**src/rtl/seq_pattern_tx.sv**
```systemverilog
// Serial pattern transmitter: emits a captured bit pattern MSB-first,
// optionally repeated with an idle gap, behind a start/busy/done handshake.
module seq_pattern_tx #(
    parameter int               PAT_W       = 5,
    parameter logic [PAT_W-1:0] PAT_DEFAULT = 5'b10010,
    parameter int               LEN_W       = 3,
    parameter int               RPT_W       = 4,
    parameter int               GAP_W       = 4
) (
    input  logic             clk,
    input  logic             rst,
    input  logic             start,
    input  logic             start_dflt,
    input  logic [PAT_W-1:0] pat_in,
    input  logic [LEN_W-1:0] pat_len,
    input  logic [RPT_W-1:0] rpt,
    input  logic [GAP_W-1:0] gap,
    input  logic             abort,
    output logic             ser_out,
    output logic             ser_valid,
    output logic             busy,
    output logic             done
);

    typedef enum logic [1:0] {
        S_IDLE,
        S_SHIFT,
        S_GAP,
        S_DONE
    } state_t;

    localparam logic [LEN_W-1:0] LEN_ONE = LEN_W'(1);
    localparam logic [LEN_W-1:0] LEN_MAX = LEN_W'(PAT_W);
    localparam logic [RPT_W-1:0] RPT_ONE = RPT_W'(1);
    localparam logic [GAP_W-1:0] GAP_ONE = GAP_W'(1);

    state_t           state, state_n;
    logic [PAT_W-1:0] pat_q, pat_n;
    logic [LEN_W-1:0] len_q, len_n;
    logic [LEN_W-1:0] idx_q, idx_n;
    logic [RPT_W-1:0] rem_q, rem_n;
    logic [GAP_W-1:0] gap_q, gap_n;
    logic [GAP_W-1:0] gcnt_q, gcnt_n;
    logic             out_n, vld_n, busy_n, done_n;

    logic [PAT_W-1:0] p_in;
    logic [LEN_W-1:0] l_in;
    logic [RPT_W-1:0] r_in;

    // Effective request values, resolved once at acceptance
    always_comb begin
        p_in = start_dflt ? PAT_DEFAULT : pat_in;
        l_in = pat_len;
        if (start_dflt || pat_len == '0 || pat_len > LEN_MAX)
            l_in = LEN_MAX;
        r_in = (rpt == '0) ? RPT_ONE : rpt;
    end

    always_comb begin
        state_n = state;
        pat_n   = pat_q;
        len_n   = len_q;
        idx_n   = idx_q;
        rem_n   = rem_q;
        gap_n   = gap_q;
        gcnt_n  = gcnt_q;
        out_n   = 1'b0;
        vld_n   = 1'b0;
        busy_n  = 1'b0;
        done_n  = 1'b0;
        unique case (state)
            S_IDLE: begin
                if (start) begin
                    pat_n   = p_in;
                    len_n   = l_in;
                    rem_n   = r_in;
                    gap_n   = gap;
                    gcnt_n  = '0;
                    idx_n   = l_in - LEN_ONE;
                    out_n   = p_in[idx_n];
                    vld_n   = 1'b1;
                    busy_n  = 1'b1;
                    state_n = S_SHIFT;
                end
            end
            S_SHIFT: begin
                if (abort) begin
                    state_n = S_IDLE;
                end else if (idx_q != '0) begin
                    idx_n  = idx_q - LEN_ONE;
                    out_n  = pat_q[idx_n];
                    vld_n  = 1'b1;
                    busy_n = 1'b1;
                end else if (rem_q > RPT_ONE) begin
                    rem_n  = rem_q - RPT_ONE;
                    busy_n = 1'b1;
                    if (gap_q != '0) begin
                        gcnt_n  = gap_q;
                        state_n = S_GAP;
                    end else begin
                        idx_n = len_q - LEN_ONE;
                        out_n = pat_q[idx_n];
                        vld_n = 1'b1;
                    end
                end else begin
                    done_n  = 1'b1;
                    state_n = S_DONE;
                end
            end
            S_GAP: begin
                if (abort) begin
                    state_n = S_IDLE;
                end else begin
                    busy_n = 1'b1;
                    // gcnt holds the idle cycles still to show, this one included
                    if (gcnt_q == GAP_ONE) begin
                        gcnt_n  = '0;
                        idx_n   = len_q - LEN_ONE;
                        out_n   = pat_q[idx_n];
                        vld_n   = 1'b1;
                        state_n = S_SHIFT;
                    end else begin
                        gcnt_n = gcnt_q - GAP_ONE;
                    end
                end
            end
            S_DONE: begin
                state_n = S_IDLE;
            end
            default: begin
                state_n = S_IDLE;
            end
        endcase
    end

    always_ff @(posedge clk) begin
        if (!rst) begin
            state     <= S_IDLE;
            pat_q     <= '0;
            len_q     <= '0;
            idx_q     <= '0;
            rem_q     <= '0;
            gap_q     <= '0;
            gcnt_q    <= '0;
            ser_out   <= 1'b0;
            ser_valid <= 1'b0;
            busy      <= 1'b0;
            done      <= 1'b0;
        end else begin
            state     <= state_n;
            pat_q     <= pat_n;
            len_q     <= len_n;
            idx_q     <= idx_n;
            rem_q     <= rem_n;
            gap_q     <= gap_n;
            gcnt_q    <= gcnt_n;
            ser_out   <= out_n;
            ser_valid <= vld_n;
            busy      <= busy_n;
            done      <= done_n;
        end
    end

endmodule

```
**config.mk**
```make
export PLATFORM = sky130hd
export DESIGN_NAME = seq_pattern_tx
export DESIGN_NICKNAME = d
export VERILOG_FILES = /design/src/rtl/seq_pattern_tx.sv
export SDC_FILE = /design/constraint.sdc
export NUM_CORES = 1
export LEC_CHECK = 0
export ABC_AREA = 1
export CAP_MARGIN = 25
export CORE_MARGIN = 2
export CORE_UTILIZATION = 45
export DETAILED_ROUTE_END_ITERATION = 8
export HOLD_SLACK_MARGIN = 0.15
export PLACE_DENSITY = 0.67
export SKIP_LAST_GASP = 1
export SLEW_MARGIN = 20
export SYNTH_ARGS = -nofsm -noshare
export SYNTH_HDL_FRONTEND = slang
export SYNTH_SLANG_ARGS = --single-unit
```
**constraint.sdc**
```tcl
create_clock -name clk -period 1.7 [get_ports clk]
set_input_delay 0.255 -clock clk [delete_from_list [all_inputs] [get_ports clk]]
set_output_delay 0.255 -clock clk [all_outputs]
set_load 0.02 [all_outputs]
```
==> key figures <==
Run status
  • Status: completed

Worst setup path
  • CP startpoint kind: register
  • Worst path buffer plus inverter count: 1
  • Slowest CP cell: dfxtp_2
  • R2R depth: 8
  • Crit path max fanout: 6
  • R2R Setup Slk: 0.09 ns
  • Crit path launch: rem_q[0]
  • CP Data Required Time: 1.88 ns
  • CP Depth: 8
  • Worst setup path end: idx_q[1]
  • Type of the worst setup path: register to register
  • Top Family by Delay on Critical Path: compound AO/OA/AOI/OAI gates
  • CP arrival: 1.78 ns
  • Most common cell on crit path: nand2_1
  • Max incr delay on CP: 0.35 ns
  • CP endpoint kind: register
  • RR Endpoint: idx_q[1]
  • Crit-path cells: inv_1 > ha_1 > o21ai_2 > nand2_1 > a31oi_4 > nand2_1 > o21ai_1 > nor2_1
  • FF-to-FF Start: rem_q[0]

Clocking
  • Cts bufs inserted: 5
  • CTS tree: yes
  • H-tree levels: 2
  • CTS Buffer Depth: 2
  • Root Buffer: clkbuf_8
  • Reg clk slew, reported paths: 0.06 ns
  • Clk_lat worst skew: 0.29 ns
  • TritonCTS Sinks: 29

Yosys
  • Synth Flop Type: dfxtp_1
  • Seq/Total Area, Yosys: 30.2%
  • Async S/R FF share, synth: 0%
  • Post-synth EDFFs: 0
  • Flops & latches, synth: 29
  • Cell Area, Synth: 1920 um^2
  • Synth Area per Inst: 6.89 um^2
  • Syn Nets: 314
  • Count of cell types in the netlist: 32
  • Synth warn: 0
  • Cell count after synthesis: 279

Run
  • Maxcap violations: 0

STA
  • Min Tclk post-route: 1.61 ns
  • FMAX: 623 MHz
  • Max Slew Vio Count: 0
  • RSZ-0062 raised after global routing: yes
  • Worst hold slack: 0.463 ns
  • Fin. Hold Viols: 0
  • Setup_tns: 0 ns
  • Final worst slack: 0.0949 ns
  • Worst-margin pin slew: 0.275 ns
  • Slew headroom: 81.6%
  • Fin crit share: 94.4%
  • Clock skew: 0.00508 ns
  • Final setup viols: 0

Global routing
  • Largest net degree at the start of global routing: 19
  • Number of global-route vias before repair: 1824
  • First-pass GRT wire length: 8.22 mm
  • Initial antenna violation count: 0
  • GRT Util Overall: 21.1%
  • Overflow after GRT: 0

Hold path
  • Hold Path Class: primary input to register
  • Hold path cells: 4

Route
  • DRC Markers: 0
  • Antenna viol nets, final: 0
  • Drt total wl: 4.71 mm
  • Routed len/inst: 12.4 um
  • Initial DRC count: 82
  • Vias per cell: 5.18
  • Vias: 1967
  • DRT Pass-1 Iters: 7

Floorplanning
  • # IOs: 25
  • Cell row count: 23
  • Initial Util: 47.4%
  • Die Wd: 69.4 um
  • Die height: 69.4 um
  • Core area: 4060 um^2
  • Die area: 4810 um^2

Place
  • Pre-CTS setup slack: -0.162 ns
  • Dpl cells: 368
  • IO buf count: 24
  • Final RePlAce weighted congestion: 0.876
  • HPWL Detailed: 3.52 mm

Finish
  • Non-Filler Instances: 380
  • Layout cells sized above 1: 19.7%
  • Area Growth Syn to Fin: 29.0%
  • Ant. Diodes: 0
  • Final net count: 364

Pwr
  • VDD IR max: 0.708 mV
  • LEAKAGE: 1.16 nW
  • Pwr/cell area: 1610 nW/um^2
  • Total power: 4.00 mW
-- metal layers --
| metal | share of wire, % | vias up | global-route usage, % |
|---|---|---|---|
| met4 | 1.3 | 0 | 6.54 |
| met5 | 0 | - | 0 |
| li1 | - | 1015 | - |
| met3 | 5.5 | 7 | 5.38 |
| met1 | 45 | 894 | 26.4 |
| met2 | 48 | 51 | 35.6 |
-- synthesized netlist by cell type, types with 2 or more instances --
| cell type | instances | area (um^2) |
|---|---|---|
| a21oi_1 | 26 | 130 |
| a21oi_2 | 3 | 26.3 |
| buf_2 | 2 | 10.0 |
| clkbuf_1 | 3 | 11.3 |
| dfxtp_1 | 29 | 581 |
| ha_1 | 14 | 175 |
| inv_1 | 39 | 146 |
| inv_2 | 6 | 22.5 |
| nand2_1 | 47 | 176 |
| nand2_2 | 4 | 25.0 |
| nand3_1 | 14 | 70.1 |
| nand3_2 | 5 | 50.1 |
| nand4_1 | 3 | 18.8 |
| nor2_1 | 26 | 97.6 |
| nor3_1 | 3 | 15.0 |
| o21ai_0 | 20 | 100 |
| o21ai_1 | 7 | 35.0 |
| o21ai_2 | 2 | 17.5 |
| o22ai_1 | 7 | 43.8 |
| or2_2 | 3 | 18.8 |
| xnor2_1 | 3 | 26.3 |
| xor2_1 | 3 | 26.3 |
-- placed cells by master, fill, tap and decap left out, types with 2 or more instances in the layout --
cell type	n
nand2_1	47
inv_1	37
dfxtp_1	27
nor2_1	26
a21oi_1	26
buf_4	25
clkdlybuf4s50_1	22
o21ai_0	20
nand3_1	14
ha_1	12
inv_2	8
o21ai_1	7
o22ai_1	7
nand3_2	5
clkbuf_8	5
nand2_2	4
a21oi_2	3
or2_2	3
nor3_1	3
nand4_1	3
xor2_1	3
clkbuf_1	3
o21ai_2	2
xnor2_1	2
ha_2	2
dlymetal6s2s_1	2
dfxtp_2	2
-- per-stage QoR --
stage / cell area [um^2] / util, %
after global placement: 2350 / 57.9
after detailed placement: 2350 / 57.9
after CTS: 2430 / 59.9
final: 2480 / 61.1
after global routing: 2480 / 61.1
after floorplan: 1920 / -
-- cell families (layout without fill, tap and decap cells) --
kind of cell / Yosys count / in the layout / share of synthesized area, %
compound gates: 69 / 69 / 20.8
fa+ha+maj: 14 / 14 / 9.11
buf+inv: 51 / 102 / 10.5
simple gates: 110 / 110 / 26.7
xor+xnor: 6 / 6 / 2.73
flops: 29 / 29 / 30.2
-- how the worst min path moves through the flow --
stage | slack, ns | to | start
6_report | 0.46 | len_q[1] | pat_len[1]
5_1_grt | 0.48 | len_q[1] | pat_len[1]
4_1_cts | 0.47 | pat_q[1] | pat_q[1]
3_5_place_dp | 0.46 | pat_q[1] | pat_q[1]
3_3_place_gp | 0.47 | pat_q[3] | pat_q[3]
2_1_floorplan | 0.42 | rem_q[2] | rpt[2]
-- worst min-delay path, stage by stage --
cell,delay (ns)
dlymetal6s2s_1,0.15
nand3_1,0.13
buf_4,0.12
a21oi_1,0.04
-- flip-flops by register name (all words and copies together) (netlist names) --
register   flops
pat_q          5
ser_out        1
gcnt_q         4
rem_q          4
len_q          3
state          2
done           1
idx_q          3
gap_q          4
ser_valid      1
busy           1
-- power by group --
part           switching (mW)  internal [mW]  leakage (nW)
Combinational            1.42           1.00         0.878
Clock                   0.269          0.290        0.0395
Sequential              0.135          0.883         0.240
Total                    1.82           2.18          1.16
-- layout make-up --
cell class,instances,area (um^2)
multi-input cells,199,1150
well taps,50,62.6
clock buffers,8,80.1
inverters,45,169
flip-flops and latches,29,583
repair buffers,49,433
fillers,400,1580
-- what timing repair did --
| item | in CTS | in global routing |
|---|---|---|
| setup endpoints to repair | 0 | 10 |
| gates resized for setup | 0 | 9 |
| hold buffers | 0 | 0 |
| buffers inserted | 0 | 4 |
Note: power is estimated with default switching activity, not from simulation.
